### src/rtl/alu_seq.sv
// alu_seq: sequential RV32I execute unit with a valid/ready handshake.
//   Logical, arithmetic and compare ops complete in one cycle. Shifts run one
//   bit per cycle unless ALU_FAST_SHIFT_EN is defined, which builds a
//   single-cycle barrel shifter instead. Results are identical in both modes.
// Ports:
//   clk, rst            rising-edge clock, asynchronous active-high reset
//   in_valid / in_ready operand handshake; accept = in_valid && in_ready
//   op, a, b            operation code and operands, sampled on accept
//   out_valid/out_ready result handshake; result held until consumed
//   result              registered result
//   busy                high while an iterative shift is running
package common;
  typedef enum logic [3:0] {
    ALU_ADD  = 4'd0,
    ALU_SUB  = 4'd1,
    ALU_SLL  = 4'd2,
    ALU_SLT  = 4'd3,
    ALU_SLTU = 4'd4,
    ALU_XOR  = 4'd5,
    ALU_SRL  = 4'd6,
    ALU_SRA  = 4'd7,
    ALU_OR   = 4'd8,
    ALU_AND  = 4'd9
  } alu_operation_type;
endpackage

module alu_seq #(
  parameter int unsigned XLEN = 32
) (
  input  logic                     clk,
  input  logic                     rst,
  input  logic                     in_valid,
  output logic                     in_ready,
  input  common::alu_operation_type op,
  input  logic [XLEN-1:0]          a,
  input  logic [XLEN-1:0]          b,
  output logic                     out_valid,
  input  logic                     out_ready,
  output logic [XLEN-1:0]          result,
  output logic                     busy
);
  import common::*;

`ifdef ALU_FAST_SHIFT_EN
  typedef enum logic [1:0] {S_IDLE, S_DONE} state_t;
`else
  typedef enum logic [1:0] {S_IDLE, S_SHIFT, S_DONE} state_t;
`endif

  state_t          state, state_nx;
  logic [XLEN-1:0] result_nx;
  logic [XLEN-1:0] alu_res;
  logic [4:0]      shamt;

  assign shamt = b[4:0];

  // Combinational operation result for everything that finishes in one cycle.
  always_comb begin
    alu_res = '0;
    case (op)
      ALU_ADD:  alu_res = a + b;
      ALU_SUB:  alu_res = a - b;
      ALU_XOR:  alu_res = a ^ b;
      ALU_OR:   alu_res = a | b;
      ALU_AND:  alu_res = a & b;
      ALU_SLT:  alu_res = {{(XLEN-1){1'b0}}, $signed(a) < $signed(b)};
      ALU_SLTU: alu_res = {{(XLEN-1){1'b0}}, a < b};
`ifdef ALU_FAST_SHIFT_EN
      ALU_SLL:  alu_res = a << shamt;
      ALU_SRL:  alu_res = a >> shamt;
      ALU_SRA:  alu_res = XLEN'($signed(a) >>> shamt);
`endif
      default:  alu_res = '0;
    endcase
  end

`ifndef ALU_FAST_SHIFT_EN
  logic [XLEN-1:0]   acc, acc_nx, acc_sh;
  logic [4:0]        cnt, cnt_nx;
  alu_operation_type sop, sop_nx;
  logic              is_shift;

  assign is_shift = (op == ALU_SLL) || (op == ALU_SRL) || (op == ALU_SRA);

  // One-bit step of the running shift; SRA replicates the current MSB,
  // which is still the original a[31].
  always_comb begin
    case (sop)
      ALU_SLL: acc_sh = {acc[XLEN-2:0], 1'b0};
      ALU_SRA: acc_sh = {acc[XLEN-1], acc[XLEN-1:1]};
      default: acc_sh = {1'b0, acc[XLEN-1:1]};
    endcase
  end

  always_ff @(posedge clk or posedge rst) begin
    if (rst) begin
      acc <= '0;
      cnt <= '0;
      sop <= ALU_ADD;
    end else begin
      acc <= acc_nx;
      cnt <= cnt_nx;
      sop <= sop_nx;
    end
  end

  assign busy = (state == S_SHIFT);
`else
  assign busy = 1'b0;
`endif

  assign in_ready  = (state == S_IDLE) || ((state == S_DONE) && out_ready);
  assign out_valid = (state == S_DONE);

  always_comb begin
    state_nx  = state;
    result_nx = result;
`ifndef ALU_FAST_SHIFT_EN
    acc_nx    = acc;
    cnt_nx    = cnt;
    sop_nx    = sop;
`endif
    case (state)
`ifndef ALU_FAST_SHIFT_EN
      S_SHIFT: begin
        acc_nx = acc_sh;
        cnt_nx = cnt - 5'd1;
        if (cnt == 5'd1) begin
          result_nx = acc_sh;
          state_nx  = S_DONE;
        end
      end
`endif
      default: begin
        // IDLE and DONE share the accept path; a DONE-state accept with
        // out_ready high is the back-to-back case.
        if ((state == S_DONE) && out_ready) state_nx = S_IDLE;
        if (in_valid && in_ready) begin
`ifndef ALU_FAST_SHIFT_EN
          if (is_shift) begin
            if (shamt == 5'd0) begin
              result_nx = a;
              state_nx  = S_DONE;
            end else begin
              acc_nx   = a;
              cnt_nx   = shamt;
              sop_nx   = op;
              state_nx = S_SHIFT;
            end
          end else begin
            result_nx = alu_res;
            state_nx  = S_DONE;
          end
`else
          result_nx = alu_res;
          state_nx  = S_DONE;
`endif
        end
      end
    endcase
  end

  always_ff @(posedge clk or posedge rst) begin
    if (rst) begin
      state  <= S_IDLE;
      result <= '0;
    end else begin
      state  <= state_nx;
      result <= result_nx;
    end
  end

endmodule

### config.mk
export PLATFORM = sky130hd
export DESIGN_NAME = alu_seq
export DESIGN_NICKNAME = d
export VERILOG_FILES = /design/src/rtl/alu_seq.sv
export SDC_FILE = /design/constraint.sdc
export NUM_CORES = 1
export LEC_CHECK = 0
export ABC_CLOCK_PERIOD_IN_PS = 2400
export BUFFER_PORTS_ARGS = -buffer_cell sky130_fd_sc_hd__buf_2
export CAP_MARGIN = 20
export CORE_UTILIZATION = 40
export DETAILED_ROUTE_END_ITERATION = 10
export GPL_TIMING_DRIVEN = 0
export SLEW_MARGIN = 10
export SYNTH_ARGS = -nofsm -noshare
export SYNTH_HDL_FRONTEND = slang
export SYNTH_SLANG_ARGS = --single-unit
### constraint.sdc
create_clock -name clk -period 2.4 [get_ports clk]
set_input_delay 0.48 -clock clk [delete_from_list [all_inputs] [get_ports clk]]
set_output_delay 0.48 -clock clk [all_outputs]
set_load 0.005 [all_outputs]
# Yosys cells after proc, flatten, opt, wreduce, memory -nomap -nowiden

Cells that the tools add are included.

$add $sub $neg: 3
Order comparisons: 2
Equality and inequality tests: 17
Multiplexer cells: 21
Bitwise logic cells: 5
Reductions and logical operators: 15

Operator list:

| kind                  | number |
|---|---|
| $mux W32              | 9 |
| $pmux W32 S7          | 1 |
| $lt A32 B32 Y1        | 2 |
| $pmux W32 S2          | 1 |
| $add A32 B32 Y32      | 1 |
| $and A32 B32 Y32      | 1 |
| $or A32 B32 Y32       | 1 |
| $sub A32 B32 Y32      | 1 |
| $xor A32 B32 Y32      | 1 |
| $eq A4 B3 Y1 const B  | 5 |
| $mux W5               | 4 |
| $eq A4 B2 Y1 const B  | 3 |
| $mux W2               | 6 |
| $eq A4 B4 Y1 const B  | 2 |
| $reduce_and A3 Y1     | 2 |
| $eq A5 B1 Y1 const B  | 1 |
| $logic_not A5 Y1      | 1 |
| $sub A5 B1 Y5 const B | 1 |
| $eq A4 B1 Y1 const B  | 1 |
| $logic_not A4 Y1      | 1 |
| $reduce_and A4 Y1     | 1 |
| $reduce_bool A2 Y1    | 2 |
| $logic_or A1 B1 Y1    | 3 |
| $ne A3 B2 Y1 const B  | 1 |
| other kinds (9)       | 11 |

Register bits: 75
Bits of input ports: 72
Output and inout port bits: 35
Logic and storage cells: 68

# Logic depth before layout (Yosys ltp)

Gate-level depths: netlist (run 1).

Depth after elaboration: 6
Gate-level depth with buffers: 13

# Worst setup path before layout (run 1)

No wires, ideal clock.

Kind: input to register
Start point: in a[0]
End point: reg result[18]
Setup time: 0.127 ns
Data arrival time: 2.980 ns
Slack: -0.708 ns
Cell stages on the path: 11
Buffers on the path: 0
Cell sequence: ha_1 -> fa_1 -> a21o_1 -> a21o_1 -> a41oi_1 -> o221ai_1 -> a21boi_0 -> o21ai_0 -> a221o_1 -> a21oi_1 -> o22ai_1

Cells in the longest elaborated chain, start to end: 5
Elaborated cells between the ends (all ways): 6
Classes of those cells: 2 x add/sub; 4 x mux

Ends and longest elaborated chain:

| element                                                     | line   | RTL |
|---|---|---|
| start: declaration                                          | 35     | `input logic [XLEN-1:0] a,` |
| $sub A32 B32 Y32 / $add A32 B32 Y32 (equally long branches) | 62, 61 |  |
| $pmux W32 S7 (*)                                            | 60     | `case (op)` |
| $mux W32 (*)                                                | 140    | `if (is_shift) begin` |
| $mux W32 (*)                                                | 138    | `if (in_valid && in_ready) begin` |
| $mux W32 (*)                                                | 123    | `case (state)` |
| end signal: assignment                                      | 169    | `result <= result_nx;` |
| end: declaration                                            | 39     | `output logic [XLEN-1:0] result,` |

Every way passes the cells marked *; elsewhere a longest branch is shown, timed or not. The select of a mux whose other input is x is not followed.
A chain may end at the register's enable or synchronous reset.

# Final worst setup path (run 1)

Start point: in a[9]
End point: reg result[22]

The elaborated chain is that of the path after synthesis.

==> results of run 1 <==
worst reg2reg max path, stage by stage (launching register included):
cell	delay (ns)
dfrtp_1	0.38
inv_1	0.10
ha_1	0.16
or4b_2	0.66
o21ai_4	0.30
clkbuf_4	0.34
mux2i_1	0.31
o31ai_4	0.10
path summary, 6_finish.rpt:
path                         from          to
setup / recovery             a[9]  result[22]
hold / removal                rst   result[3]
setup reg to reg           cnt[1]  result[27]
hold reg to reg            sop[1]      sop[1]
max in group asynchronous     rst  result[18]
min in group clk             a[0]      acc[0]
layout make-up:
| cell class | instances | area [um2] | area share |
|---|---|---|---|
| Sequential cell | 75 | 1880 | 0.151 |
| Multi-Input combinational cell | 942 | 7610 | 0.610 |
| Tap cell | 280 | 350 | 0.0281 |
| Clock inverter | 5 | 60.1 | 0.00482 |
| Clock buffer | 11 | 253 | 0.0203 |
| Inverter | 101 | 474 | 0.0380 |
| Timing Repair Buffer | 178 | 1350 | 0.108 |
| Buffer | 69 | 490 | 0.0393 |
where the power goes:
group,switching (mW),leakage (nW),internal [mW]
combinational,1.23,4.50,0.867
sequential,0.0357,0.945,1.31
clock,0.632,0.152,0.868
total,1.90,5.60,3.05
registers in the layout, summed over array words and instances (netlist names):
register and flops:
acc 32, cnt 5, result 32, sop 4, state 2
cell usage in the layout (no fill, tap or decap), drive strengths merged, types with 12 or more instances in the layout:
| master | n |
|---|---|
| buf | 187 |
| nor2 | 122 |
| ha | 115 |
| nand2 | 113 |
| o21ai | 104 |
| a21oi | 102 |
| inv | 102 |
| dfrtp | 75 |
| clkbuf | 71 |
| a221o | 36 |
| nor3 | 29 |
| nand3 | 26 |
| a221oi | 26 |
| mux2i | 24 |
| o21bai | 18 |
| nand2b | 17 |
| a21o | 16 |
| a211oi | 14 |
| a31oi | 14 |
| o211ai | 12 |
| nor2b | 12 |
| o31ai | 12 |
logic make-up after synthesis:
| logic type | count (synthesis) |
|---|---|
| compound gates | 430 |
| fa+ha+maj | 117 |
| flops | 75 |
| buf+inv | 180 |
| mux | 26 |
| xor+xnor | 3 |
| simple gates | 366 |
routing by layer:
layer,vias to the layer above,GRT usage,wire length (um)
met1,4987,0.467,16300
li1,4721,-,-
met5,-,0,0
met2,685,0.517,17300
met3,131,0.0665,4380
met4,0,0.151,1650
what timing repair did:
action / 4_1_cts / 5_1_grt
endpoints found under the hold margin: 0 / 0
hold buffers: 0 / 0
setup endpoints to repair: 74 / 51
setup buffers: 52 / 22
gates resized for setup: 248 / 131
pin swaps: 83 / 82
==> flow_metrics.py, run 1 <==
metrics = {
    "yosys": {
        "yosys_warnings": 0,
        "synth-simple-area-share": 0.187,
        "ys_seq_area_frac": 0.209,
        "synth_compound_area_frac": 0.331,
        "synth_flop_cell": "dfrtp_1",
        "synth_top_area_cell": "dfrtp_1",
        "synth_edf_count": 0,
        "synth-async-reset-ratio": 1.00,
        "syn_inst": 1197,
        "synth.area.top_cells": "dfrtp_1, ha_1, a21oi_1",
        "synth_top_area_frac": 0.209,
        "synth_most_common_cell": "nor2_1",
        "avgSynthCellArea_um2": 7.50,
        "ys_types": 73,
        "synth_top_family_by_area": "compound AO/OA/AOI/OAI gates",
        "synthMuxAreaShare": 0.0293,
        "synth-adder-area-share": 0.165,
        "synth_nets": 1386,
        "netlist_area_mm2": 0.00897,
        "synth_xor_area_frac": 0.00293,
        "synth_seq_cells": 75,
        "ys_top_cells_by_count": "nor2_1, ha_1, nand2_1",
    },
    "clock_network": {
        "cts_tree": "done",
        "root_buffer": "clkbuf_16",
        "cts_buffer_depth": 2,
        "htreeDepth": 3,
        "numCtsBuffers": 9,
        "clk_pin_slew_worst_paths_ns": 0.06,
        "clock-sinks": 75,
        "clock_latency_ns": 0.36,
    },
    "setup_path": {
        "start_kind": "primary input",
        "r2r_cells": 7,
        "crit_type": "in -> reg",
        "cp.arrival_ns": 3.22,
        "crit_cells": 14,
        "path_cells": "buf_12, inv_6, ha_4, or3_4, or4_4, a31oi_4, o41ai_4, nor4_4, buf_4, nor2_4, a221o_1, nand2_1, a32o_2, a21oi_2",
        "reg2reg_setup_slack_ns": -0.08,
        "path_buf_inv": 3,
        "end_kind": "flip-flop",
        "crit_slowest_cell": "or4_4",
        "cp_max_fo": 4,
        "required_ns": 2.64,
        "crit_family": "simple AND/OR/NAND/NOR gates",
        "critPathMaxStageDelay_ns": 0.44,
    },
    "drt": {
        "vias": 10524,
        "dr.pass1.iters": 6,
        "via_per_inst": 6.34,
        "wl_per_cell_um": 23.9,
        "drt.antenna.violating_nets": 0,
        "routed_wl_mm": 39.6,
        "drc_errors": 0,
        "drtIter0Drc": 1098,
    },
    "die": {
        "dieArea_mm2": 0.0230,
        "die_h_um": 152,
        "io_pins": 107,
        "dieWidth_um": 152,
        "start_util": 0.410,
        "core_mm2": 0.0219,
        "num_rows": 54,
    },
    "global_routing": {
        "grt_pass1_wl_mm": 58.2,
        "grt_pass1_vias": 9723,
        "antenna_found_initial": 0,
        "grt_usage": 0.341,
        "grt_max_degree": 47,
        "grt-ovfl-total": 0,
    },
    "cells_and_area": {
        "utilization": 0.570,
        "instances_no_fill": 1661,
        "antenna_cells": 0,
        "area_growth_pct": 38.9,
        "fillers": 2033,
        "finalInstanceArea_mm2": 0.0125,
        "drive_gt1_frac": 0.323,
        "final_nets": 1565,
    },
    "power_and_ir_drop": {
        "p_leak_nw": 5.60,
        "vdd_drop_max_v": 0.000383,
        "power_density_mw_per_mm2": 397,
        "p_total_mw": 4.95,
    },
    "sta": {
        "fmax_mhz": 336,
        "period_minus_slack_ns": 2.98,
        "slew_violations": 0,
        "worst_slew_pin_slew_ns": 0.902,
        "setup_ws_ns": -0.578,
        "maxSlewHeadroom": 0.399,
        "finalSetupTns_ns": -7.65,
        "setup_viol": 22,
        "hold_ws_ns": 0.133,
        "rsz0062_at_grt": "true",
        "hold_viol_final": 0,
        "fin_crit_sh": 1.24,
        "skew_ns": 0.00910,
    },
    "placed_design": {
        "place_area_mm2": 0.0103,
        "dp_cells": 1585,
        "routabilityCongestion": 0.968,
        "pre_cts_slack_ns": -1.70,
        "hpwl_mm": 28.3,
        "io_buffers": 105,
    },
    "flow_run": {
        "cap_violations": 0,
    },
    "run_status": {
        "violations": "setup timing",
        "outcome": "complete, but fails checks",
    },
    "min_path": {
        "min_path_type": "in -> async",
    },
}
No activity file was read; power rests on OpenSTA's default activity.
==> inputs of run 2 (changes only) <==
--- a/config.mk
+++ b/config.mk
@@ -11,6 +11,7 @@
 export CORE_UTILIZATION = 40
 export DETAILED_ROUTE_END_ITERATION = 10
 export GPL_TIMING_DRIVEN = 0
+export PLACE_DENSITY_LB_ADDON = 0.12
 export SLEW_MARGIN = 10
 export SYNTH_ARGS = -nofsm -noshare
 export SYNTH_HDL_FRONTEND = slang
==> run 2 against run 1 <==
The flow still finishes with violations (setup timing). Fmax down 1.9%. Sequential share of layout area up 0.16 points. Clock power up 12%. Final cell count down 0.72%. Critical path type unchanged. Critical endpoint is now result[26]. Largest cell class unchanged.
==> flow_metrics.py, run 2 (synthesized netlist as in run 1, its figures left out) <==
metrics = {
    "sta": {
        "fin_crit_sh": 1.26,
        "worst_slew_pin_slew_ns": 0.979,
        "maxSlewHeadroom": 0.347,
        "hold_viol_final": 0,
        "hold_ws_ns": 0.116,
        "period_minus_slack_ns": 3.03,
        "skew_ns": 0.0117,
        "slew_violations": 0,
        "fmax_mhz": 330,
        "setup_viol": 22,
        "rsz0062_at_grt": "true",
        "setup_ws_ns": -0.635,
    },
    "cells_and_area": {
        "layout_common_cells": "nand2_1, nor2_1, ha_1",
        "fillers": 2081,
        "instances_no_fill": 1649,
        "top_regs": "acc (32), result (32), cnt (5)",
        "final_nets": 1551,
        "area_growth_pct": 37.5,
        "utilization": 0.564,
        "drive_gt1_frac": 0.315,
        "final_common_cell": "nand2_1",
    },
    "flow_run": {
        "cap_violations": 0,
    },
    "setup_path": {
        "cp_max_fo": 5,
        "reg2reg_setup_slack_ns": -0.04,
        "crit_slowest_cell": "or4_4",
        "r2r_cells": 7,
        "required_ns": 2.63,
        "path_cells": "buf_12, inv_6, ha_4, or3_4, or4_4, a31oi_4, o41ai_4, nor4_4, o211ai_1, nand2b_1, nor3_2, a2111oi_2, a21oi_1",
        "crit_cells": 13,
        "path_buf_inv": 2,
        "critPathMaxStageDelay_ns": 0.44,
        "end_kind": "flip-flop",
        "crit_type": "in -> reg",
        "start_kind": "primary input",
        "crit_family": "simple AND/OR/NAND/NOR gates",
        "reg2reg_from": "cnt[1]",
        "reg2reg_to": "result[31]",
        "cp.arrival_ns": 3.26,
    },
    "clock_network": {
        "htreeDepth": 3,
        "postCtsHoldBufs": 0,
        "cts_buffer_depth": 2,
        "root_buffer": "clkbuf_16",
        "numCtsBuffers": 9,
        "clock-sinks": 75,
        "clk_pin_slew_worst_paths_ns": 0.06,
        "clock_latency_ns": 0.36,
        "cts_tree": "done",
    },
    "die": {
        "start_util": 0.410,
        "dieWidth_um": 152,
        "io_pins": 107,
        "core_mm2": 0.0219,
        "num_rows": 54,
        "die_h_um": 152,
        "dieArea_mm2": 0.0230,
    },
    "global_routing": {
        "antenna_found_initial": 1,
        "grt_pass1_wl_mm": 58.6,
        "grt_usage": 0.345,
        "grt_max_degree": 49,
        "grt-ovfl-total": 0,
        "grt_pass1_vias": 9720,
    },
    "placed_design": {
        "hpwl_mm": 28.6,
        "pre_cts_slack_ns": -1.78,
        "routabilityCongestion": 0.958,
        "dp_cells": 1583,
        "io_buffers": 105,
    },
    "drt": {
        "drtIter0Drc": 1133,
        "dr.pass1.iters": 7,
        "routed_wl_mm": 39.6,
        "drc_errors": 0,
        "wl_per_cell_um": 24.0,
        "vias": 10403,
        "via_per_inst": 6.31,
        "drt.antenna.violating_nets": 0,
    },
    "run_status": {
        "outcome": "complete, but fails checks",
        "violations": "setup timing",
    },
    "min_path": {
        "min_path_type": "in -> async",
    },
    "power_and_ir_drop": {
        "vdd_drop_max_v": 0.000254,
        "power_density_mw_per_mm2": 413,
        "p_leak_nw": 5.54,
    },
}
run 2: cell types whose count changed in the layout (fill, tap and decap cells not counted), sizes merged:
| cell | delta |
|---|---|
| clkbuf | -4 |
| buf | -11 |
| clkinv | +1 |
| inv | -2 |
| diode | +2 |
| bufinv | +2 |
run 2: where the power goes:
group          switching [mW]  total, mW  internal [mW]
Sequential             0.0389       1.35           1.31
Clock                   0.628       1.68           1.05
Combinational            1.21       2.07          0.855
run 2: worst max-delay path by stage:
| stage | start | endpoint | slack [ns] |
|---|---|---|---|
| final | a[9] | result[26] | -0.63 |
| after global routing | a[9] | result[28] | -0.73 |
| after global placement | op[2] | result[10] | -1.81 |
| after detailed placement | op[2] | result[11] | -1.78 |
| after CTS | b[9] | result[28] | -0.75 |
| after floorplan | a[11] | result[24] | -0.55 |
run 2: stage by stage:
stage | power, mW | area, um2 | setup TNS, ns
after floorplan | 2.42 | 9410 | -5.13
after global placement | 2.93 | 10300 | -195.57
after detailed placement | 2.94 | 10300 | -101.20
after CTS | 4.88 | 11800 | -7.36
after global routing | 5.29 | 12300 | -7.85
final | 5.10 | 12300 | -6.47
run 2: repair_timing:
item	in CTS	in global routing
setup buffers	40	25
pin swaps	75	84
setup endpoints to repair	74	48
gates resized for setup	254	110
run 2: cell type report:
cell class	count	area, um2	area share
clock inverter	6	113	0.00913
tap	280	350	0.0284
multi-input combinational	942	7540	0.611
inverter	101	473	0.0383
clock buffer	10	239	0.0194
buffer	66	463	0.0375
antenna	2	5.00	0.000406
sequential	75	1880	0.152
timing repair buffer	167	1270	0.103
run 2: per-layer routing:
| metal | vias up | share of wire | routed length, um | GRT usage |
|---|---|---|---|---|
| met1 | 4992 | 0.42 | 16700 | 0.470 |
| met5 | - | 0 | 0 | 0 |
| met4 | 0 | 0.047 | 1850 | 0.157 |
| li1 | 4701 | - | - | - |
| met2 | 574 | 0.44 | 17300 | 0.531 |
| met3 | 136 | 0.096 | 3810 | 0.0563 |
